### src/rtl/tick_debouncer.sv
// Debounces a raw asynchronous input using an external sample strobe.
// A level change is accepted after DB_TICKS consecutive qualified samples at the new level.
module tick_debouncer #(
    parameter int DB_TICKS = 4
) (
    input  logic       clk,
    input  logic       reset,
    input  logic       tick,
    input  logic       stable,
    input  logic       btn_in,
    output logic       btn_db,
    output logic       rise,
    output logic       fall,
    output logic       busy,
    output logic [1:0] state_dbg
);

    typedef enum logic [1:0] {
        LO      = 2'd0,
        WAIT_HI = 2'd1,
        HI      = 2'd2,
        WAIT_LO = 2'd3
    } state_t;

    localparam logic [7:0] CNT_LAST = 8'(DB_TICKS - 1);

    logic       sync_a;
    logic       sync_b;
    state_t     state;
    state_t     state_n;
    logic [7:0] cnt;
    logic [7:0] cnt_n;
    logic       rise_n;
    logic       fall_n;
    logic       btn_db_n;
    logic       busy_n;
    logic       qual;

    // tick is a one-cycle strobe; it only counts as a sample while stable is high.
    assign qual      = tick & stable;
    assign state_dbg = state;

    always_ff @(posedge clk) begin
        if (!reset) begin
            sync_a <= 1'b0;
            sync_b <= 1'b0;
            state  <= LO;
            cnt    <= 8'd0;
            btn_db <= 1'b0;
            rise   <= 1'b0;
            fall   <= 1'b0;
            busy   <= 1'b0;
        end else begin
            sync_a <= btn_in;
            sync_b <= sync_a;
            state  <= state_n;
            cnt    <= cnt_n;
            btn_db <= btn_db_n;
            rise   <= rise_n;
            fall   <= fall_n;
            busy   <= busy_n;
        end
    end

    always_comb begin
        state_n = state;
        cnt_n   = cnt;
        rise_n  = 1'b0;
        fall_n  = 1'b0;
        if (!stable) begin
            // Losing the tick source abandons any pending change; the level holds.
            if (state == WAIT_HI) begin
                state_n = LO;
                cnt_n   = 8'd0;
            end else if (state == WAIT_LO) begin
                state_n = HI;
                cnt_n   = 8'd0;
            end
        end else if (qual) begin
            case (state)
                LO: begin
                    if (sync_b) begin
                        if (DB_TICKS == 1) begin
                            state_n = HI;
                            rise_n  = 1'b1;
                        end else begin
                            state_n = WAIT_HI;
                            cnt_n   = 8'd1;
                        end
                    end
                end
                WAIT_HI: begin
                    if (!sync_b) begin
                        state_n = LO;
                        cnt_n   = 8'd0;
                    end else if (cnt == CNT_LAST) begin
                        state_n = HI;
                        cnt_n   = 8'd0;
                        rise_n  = 1'b1;
                    end else begin
                        cnt_n = cnt + 8'd1;
                    end
                end
                HI: begin
                    if (!sync_b) begin
                        if (DB_TICKS == 1) begin
                            state_n = LO;
                            fall_n  = 1'b1;
                        end else begin
                            state_n = WAIT_LO;
                            cnt_n   = 8'd1;
                        end
                    end
                end
                WAIT_LO: begin
                    if (sync_b) begin
                        state_n = HI;
                        cnt_n   = 8'd0;
                    end else if (cnt == CNT_LAST) begin
                        state_n = LO;
                        cnt_n   = 8'd0;
                        fall_n  = 1'b1;
                    end else begin
                        cnt_n = cnt + 8'd1;
                    end
                end
                default: begin
                    state_n = LO;
                    cnt_n   = 8'd0;
                end
            endcase
        end
        btn_db_n = (state_n == HI) || (state_n == WAIT_LO);
        busy_n   = (state_n == WAIT_HI) || (state_n == WAIT_LO);
    end

endmodule

### config.mk
export PLATFORM = sky130hd
export DESIGN_NAME = tick_debouncer
export DESIGN_NICKNAME = d
export VERILOG_FILES = /design/src/rtl/tick_debouncer.sv
export SDC_FILE = /design/constraint.sdc
export NUM_CORES = 1
export LEC_CHECK = 0
export CAP_MARGIN = 25
export CORE_MARGIN = 4
export CORE_UTILIZATION = 50
export CTS_CLUSTER_DIAMETER = 150
export CTS_CLUSTER_SIZE = 28
export DETAILED_ROUTE_END_ITERATION = 10
export PLACE_DENSITY_LB_ADDON = 0.25
export SLEW_MARGIN = 10
export SYNTH_ARGS = -nofsm -noshare
export SYNTH_HDL_FRONTEND = slang
export SYNTH_SLANG_ARGS = --single-unit
### constraint.sdc
create_clock -name clk -period 2.3 [get_ports clk]
set_input_delay 0.575 -clock clk [delete_from_list [all_inputs] [get_ports clk]]
set_output_delay 0.575 -clock clk [all_outputs]
set_load 0.05 [all_outputs]
# After elaboration in Yosys (flattened, before gate mapping)
# Cells that the tools add are included.
# word_totals
ff_bits,16
inputBits,5
out_inout_bits,6
elab_cells,53
# op_classes
n_addsub,1
n_eq_ne,10
mux,22
bitwise,5
n_reduce_logical,7
# ops
op,n
$mux 8,9
$pmux 8 s4,1
$mux 2,10
$add 8x1->8 const B,1
$eq 2x2->1 const B,4
$eq 8x2->1 const B,1
$pmux 2 s4,1
$ne 3x3->1 const B,2
$reduce_and 5->1,1
$reduce_or 5->1,1
$eq 2x1->1 const B,2
$not 1->1,4
$reduce_and 4->1,1
$reduce_bool 3->1,1
$logic_not 2->1,1
$logic_or 1x1->1,2
$ne 2x1->1 const B,1
$and 1x1->1,1
$mux 1,1

# Longest topological paths before layout
# Gate-level depths: netlist (run 1).
# depth
word_depth,8
depth_mapped,5
mapped_depth_nobuf,5

# Worst setup path after synthesis (run 1)
# Ideal clock, no wire load.
# synth_path
kind,reg2reg
from,"register state[1], in the netlist state_dbg[1]"
to,register cnt[3]
setup_time_ps,79
arrival_ps,1796
required_ps,2221
path_slack_ps,425
path_stages_with_launch,6
n_path_buf,1
period_less_slack_ps,1875
cell_sequence,dfxtp_1 > xnor2_1 > a2bb2oi_1 > buf_2 > or3_1 > a211oi_2
# synth_via
elab_chain_len,4
word_cells_on_any_way,12
cone_classes,eq/ne (5); mux (4); reduce/logical (3)
# synth_lines
element,line_no,text
from (decl),29,state_t state;
from (signal assigned),56,state <= state_n;
$eq 2x2->1 (tied with other cells),"75, 80",
$pmux 8 s4,80,case (state)
$mux 8,79,end else if (qual) begin
$mux 8,70,if (!stable) begin
to (signal assigned),57,cnt <= cnt_n;
to (decl),31,logic [7:0] cnt;
# Several ways; a longest one is shown, not always the timed one. The select of a mux whose other input is x is not followed.
# A chain may end at the register's enable or synchronous reset.

# Worst setup path in the final report (run 1)
# layout_path
from,register busy
to,output port busy
# layout_lines
element,line_no,text
from (decl),14,"output logic busy,"
from (signal assigned),61,busy <= busy_n;
# No word-level cell between the ends.

==> summary by stage, run 1 <==
Run status
The run finished with clean final reports.

Min path
The cell depth of the worst hold path is 1. For hold timing, the worst endpoint is sync_b$_SDFF_PN0_. In this run the most critical hold path is launched from sync_a$_SDFF_PN0_. The path type of the worst min-delay path is reg -> reg.

Timing
The final setup violation count is 0. For the final routed database, the setup TNS stands at 0 ps. Setup repair after global routing left no endpoint under its margin.

The minimum clock period is 2148 ps. The final-report max-slew violation count is 0. The total count of hold-check failures in the final report is 0. Measured against its own limit, the worst slew margin works out to 66.53%.

The final critical-path share of the clock period is 93.39%. The highest achievable clock rate is 465.6 MHz. For the pin with the worst max-slew slack, the measured transition is 500.5 ps. Across all hold checks on the routed design, the worst slack comes to 439.4 ps. The clock arrives with 6.891 ps of skew.

Floorplan
The number of top-level pins is 11. The die height is 45.30 µm. The die footprint is 2052 µm². The floorplan step defined a core boundary enclosing 1301 µm². The floorplan has 13 rows. The horizontal die dimension is 45.30 µm. The starting utilization of the core area is 53.46%.

Cells and area
After routing the design area is 859.6 µm². After filler insertion, the fill cell instance count of the layout stands at 117. The final layout contains 94 nets.

The count of antenna diodes in the layout is 0. Compared with the post-synthesis result, the final layout area differs by 23.56%. The number of non-filler instances in the completed layout is 102.

In the final layout, the share of cells above drive strength 1 is 13.79%.

Routing
Using the TritonRoute via totals, the vias-per-cell ratio works out to 5.961. The total DRC errors in the routed layout is 0. The number of nets with antenna violations after routing is 0. The number of detailed-route iterations in the first pass is 4. The routed design has 1.375 mm of wire.

Summing over every cut layer, the via total after detailed routing is 608. The starting DRC count in detailed routing is 10. The post-detailed-route wirelength per cell is 13.48 µm.

Run
Across the run, the number of max-cap violations was 0.

Clock tree
The total of hold buffers inserted after clock tree synthesis is 0. The CTS tree is done. The CTS buffer count is 3. After clock tree synthesis, the clock-pin slew on the worst setup and hold paths is 90 ps. The post-CTS setup buffer count is 0. The sink count of the clock tree is 15. Clock tree synthesis selected as its root buffer the cell clkbuf_4. CTS built an H-tree with a depth of 1. Post-CTS repair changed the size of 0 cells.

At the later pin of the worst-skew pair, clock insertion delay measures 280 ps. Counting along the longest clock path gives a buffer depth of 2.

Synthesis
In the synthesized netlist, the number of instances is 71. The net count after synthesis is 77. In this run the cell area of the synthesized design comes to 695.7 µm². The number of distinct library cells after synthesis is 30. The proportion of synthesized flip-flops having asynchronous set or reset is 0%.

The mean instance size in the synthesized netlist is 9.798 µm². The count of yosys warnings during synthesis is 0. The count of flip-flops with a built-in enable after synthesis is 0. The most common flop cell mapped by yosys is dfxtp_1. Sorting the synthesized cells by how often they occur yields dfxtp_1 (15), a211oi_1 (5), nor2_1 (5). The post-synthesis sequential element count is 15.

The synthesized design spends more area on one cell type than any other, namely dfxtp_1. The fraction of synthesized cell area taken by the top area cell type is 43.17%. After synthesis, the cell types taking the most area are dfxtp_1 (43%), a211oi_1 (5.4%), o31ai_1 (4.3%). The most common cell in the synthesized netlist is dfxtp_1. The proportion of synthesized chip area in sequential cells is 43.17%.

Global route
The global-route track usage on met3 is 3.586%. Global routing consumed, on the met2 layer, 25.14% of the routing resources. The number of global-route vias before repair is 587.

The number of antenna violations at the first check in global routing is 0. The total global routing overflow is 0. The first global-routing pass estimated 2.449 mm of wire. Entering global routing, the biggest net connects 11 pins. The global-route usage over all layers is 16.11%.

met2 is the most crowded layer. For met1 alone, demand over resource in global routing was 20.63%.

Placed design
During placement, the flow inserted port buffers numbering 10. The final RePlAce weighted congestion is 0.7420. The standard cell area after detailed placement is 832.0 µm². The number of placed instances with taps included is 98.

The detailed-placement wirelength estimate is 1.027 mm.

Worst setup path
The capture instance of the worst register-to-register path is cnt[2]$_SDFFE_PN0P_. The number of buffers and inverters on the critical path is 1. The largest stage delay on the critical path is 850 ps.

The worst-case reg-to-reg path depth is 5. STA puts the critical path data required time at 1730 ps. STA classifies the critical path startpoint as a flop.

In this run the worst path has a maximum fanout of 7. The worst-path cell with the longest stage delay is clkdlybuf4s50_1. The type of the setup path with the least slack is reg -> out. In this run the register-to-register setup slack is 350 ps. The reg-to-reg startpoint is cnt[0]$_SDFFE_PN0P_. Walking the worst path, the cells encountered are clkdlybuf4s50_1. The cell family contributing the most delay on the critical path is buffers and inverters. STA classifies the critical path endpoint as a primary output.

Data on the critical path arrives at its endpoint at 1570 ps.

Power
The power per cell area is 523.2 nW/µm². Summed over all cells, the static leakage comes to 0.2889 nW. The final total power is 0.4497 mW. The worst voltage drop across the vdd grid is 0.0003812 V.
[registers in the layout, summed over array words and instances, names as in the netlist]
register,cells
sync_b,1
cnt,8
fall,1
state_dbg,1
sync_a,1
rise,1
busy,1
btn_db,1
[area by class of cell]
cell class                      instances  area [µm²]  area share [%]
Tap cell                               15       18.77           2.183
Multi-Input combinational cell         51       371.6           43.23
Clock inverter                          1       5.005          0.5822
Clock buffer                            3       22.52           2.620
Inverter                                3       11.26           1.310
Sequential cell                        15       300.3           34.93
Timing Repair Buffer                   14       130.1           15.14
[how the worst max path moves through the flow]
stage	cells after the start	to	from
2_1_floorplan	5	cnt[3]$_SDFFE_PN0P_	state_dbg[1]$_SDFF_PN0_
3_3_place_gp	6	cnt[7]$_SDFFE_PN0P_	stable
5_1_grt	1	busy	busy$_SDFF_PN0_
6_report	1	busy	busy$_SDFF_PN0_
3_5_place_dp	6	cnt[7]$_SDFFE_PN0P_	stable
4_1_cts	1	state_dbg[0]	busy$_SDFF_PN0_
[kinds of logic (layout without fill, tap and decap cells)]
logic type,Yosys count,count (layout),synth area share [%]
fa+ha+maj,1,1,1.798
xor+xnor,1,1,1.259
simple gates,29,29,27.88
buf+inv,5,21,3.417
mux,1,1,1.439
flops,15,15,43.17
compound gates,19,19,21.04
[report_power, final]
part / leakage, nW / switching (mW) / internal [mW]
Sequential: 0.121 / 0.00247 / 0.262
Clock: 0.0177 / 0.0836 / 0.0644
Combinational: 0.150 / 0.0200 / 0.0172
[worst reg2reg max path: stages (launching register included)]
cell	delay [ps]
dfxtp_1	430
ha_1	230
or4b_4	500
or2_1	280
a21oi_2	320
a211oi_1	80
[routing by layer]
metal	routed length (µm)	vias up	share of wire [%]
li1	-	305	-
met5	0	-	0
met2	622	17	45
met4	24	0	1.7
met3	66	4	4.8
met1	661	282	48
[stage by stage]
| stage | utilization, % | setup slack (ps) |
|---|---|---|
| finish | 66.06 | 152.1 |
| global route | 66.06 | 39.25 |
| CTS | 66.06 | 138.3 |
| detailed placement | 63.94 | -33.52 |
| global placement | 63.94 | 7.556 |
| floorplan | - | 424.7 |
[placed cells by master (no fill, tap or decap), types with 2 or more instances in the layout]
cell type | Yosys | layout
dfxtp_1 | 15 | 15
clkdlybuf4s50_1 | 0 | 10
a211oi_1 | 5 | 5
nor2_1 | 5 | 5
nand2_1 | 4 | 4
o31ai_1 | 4 | 4
or4_1 | 4 | 4
buf_4 | 1 | 4
nand3_1 | 3 | 3
inv_1 | 3 | 3
or3_1 | 3 | 3
clkbuf_4 | 0 | 3
o21ai_0 | 2 | 2
and4b_1 | 2 | 2
and2_1 | 2 | 2
o21a_1 | 2 | 2
No activity file was read; power rests on OpenSTA's default activity.
==> inputs of run 2 (changes only) <==
--- a/config.mk
+++ b/config.mk
@@ -5,7 +5,7 @@
 export SDC_FILE = /design/constraint.sdc
 export NUM_CORES = 1
 export LEC_CHECK = 0
-export CAP_MARGIN = 25
+export CAP_MARGIN = 5
 export CORE_MARGIN = 4
 export CORE_UTILIZATION = 50
 export CTS_CLUSTER_DIAMETER = 150
==> results of run 2 <==
No change in the layout: final DEF, timing and power equal those of run 1.
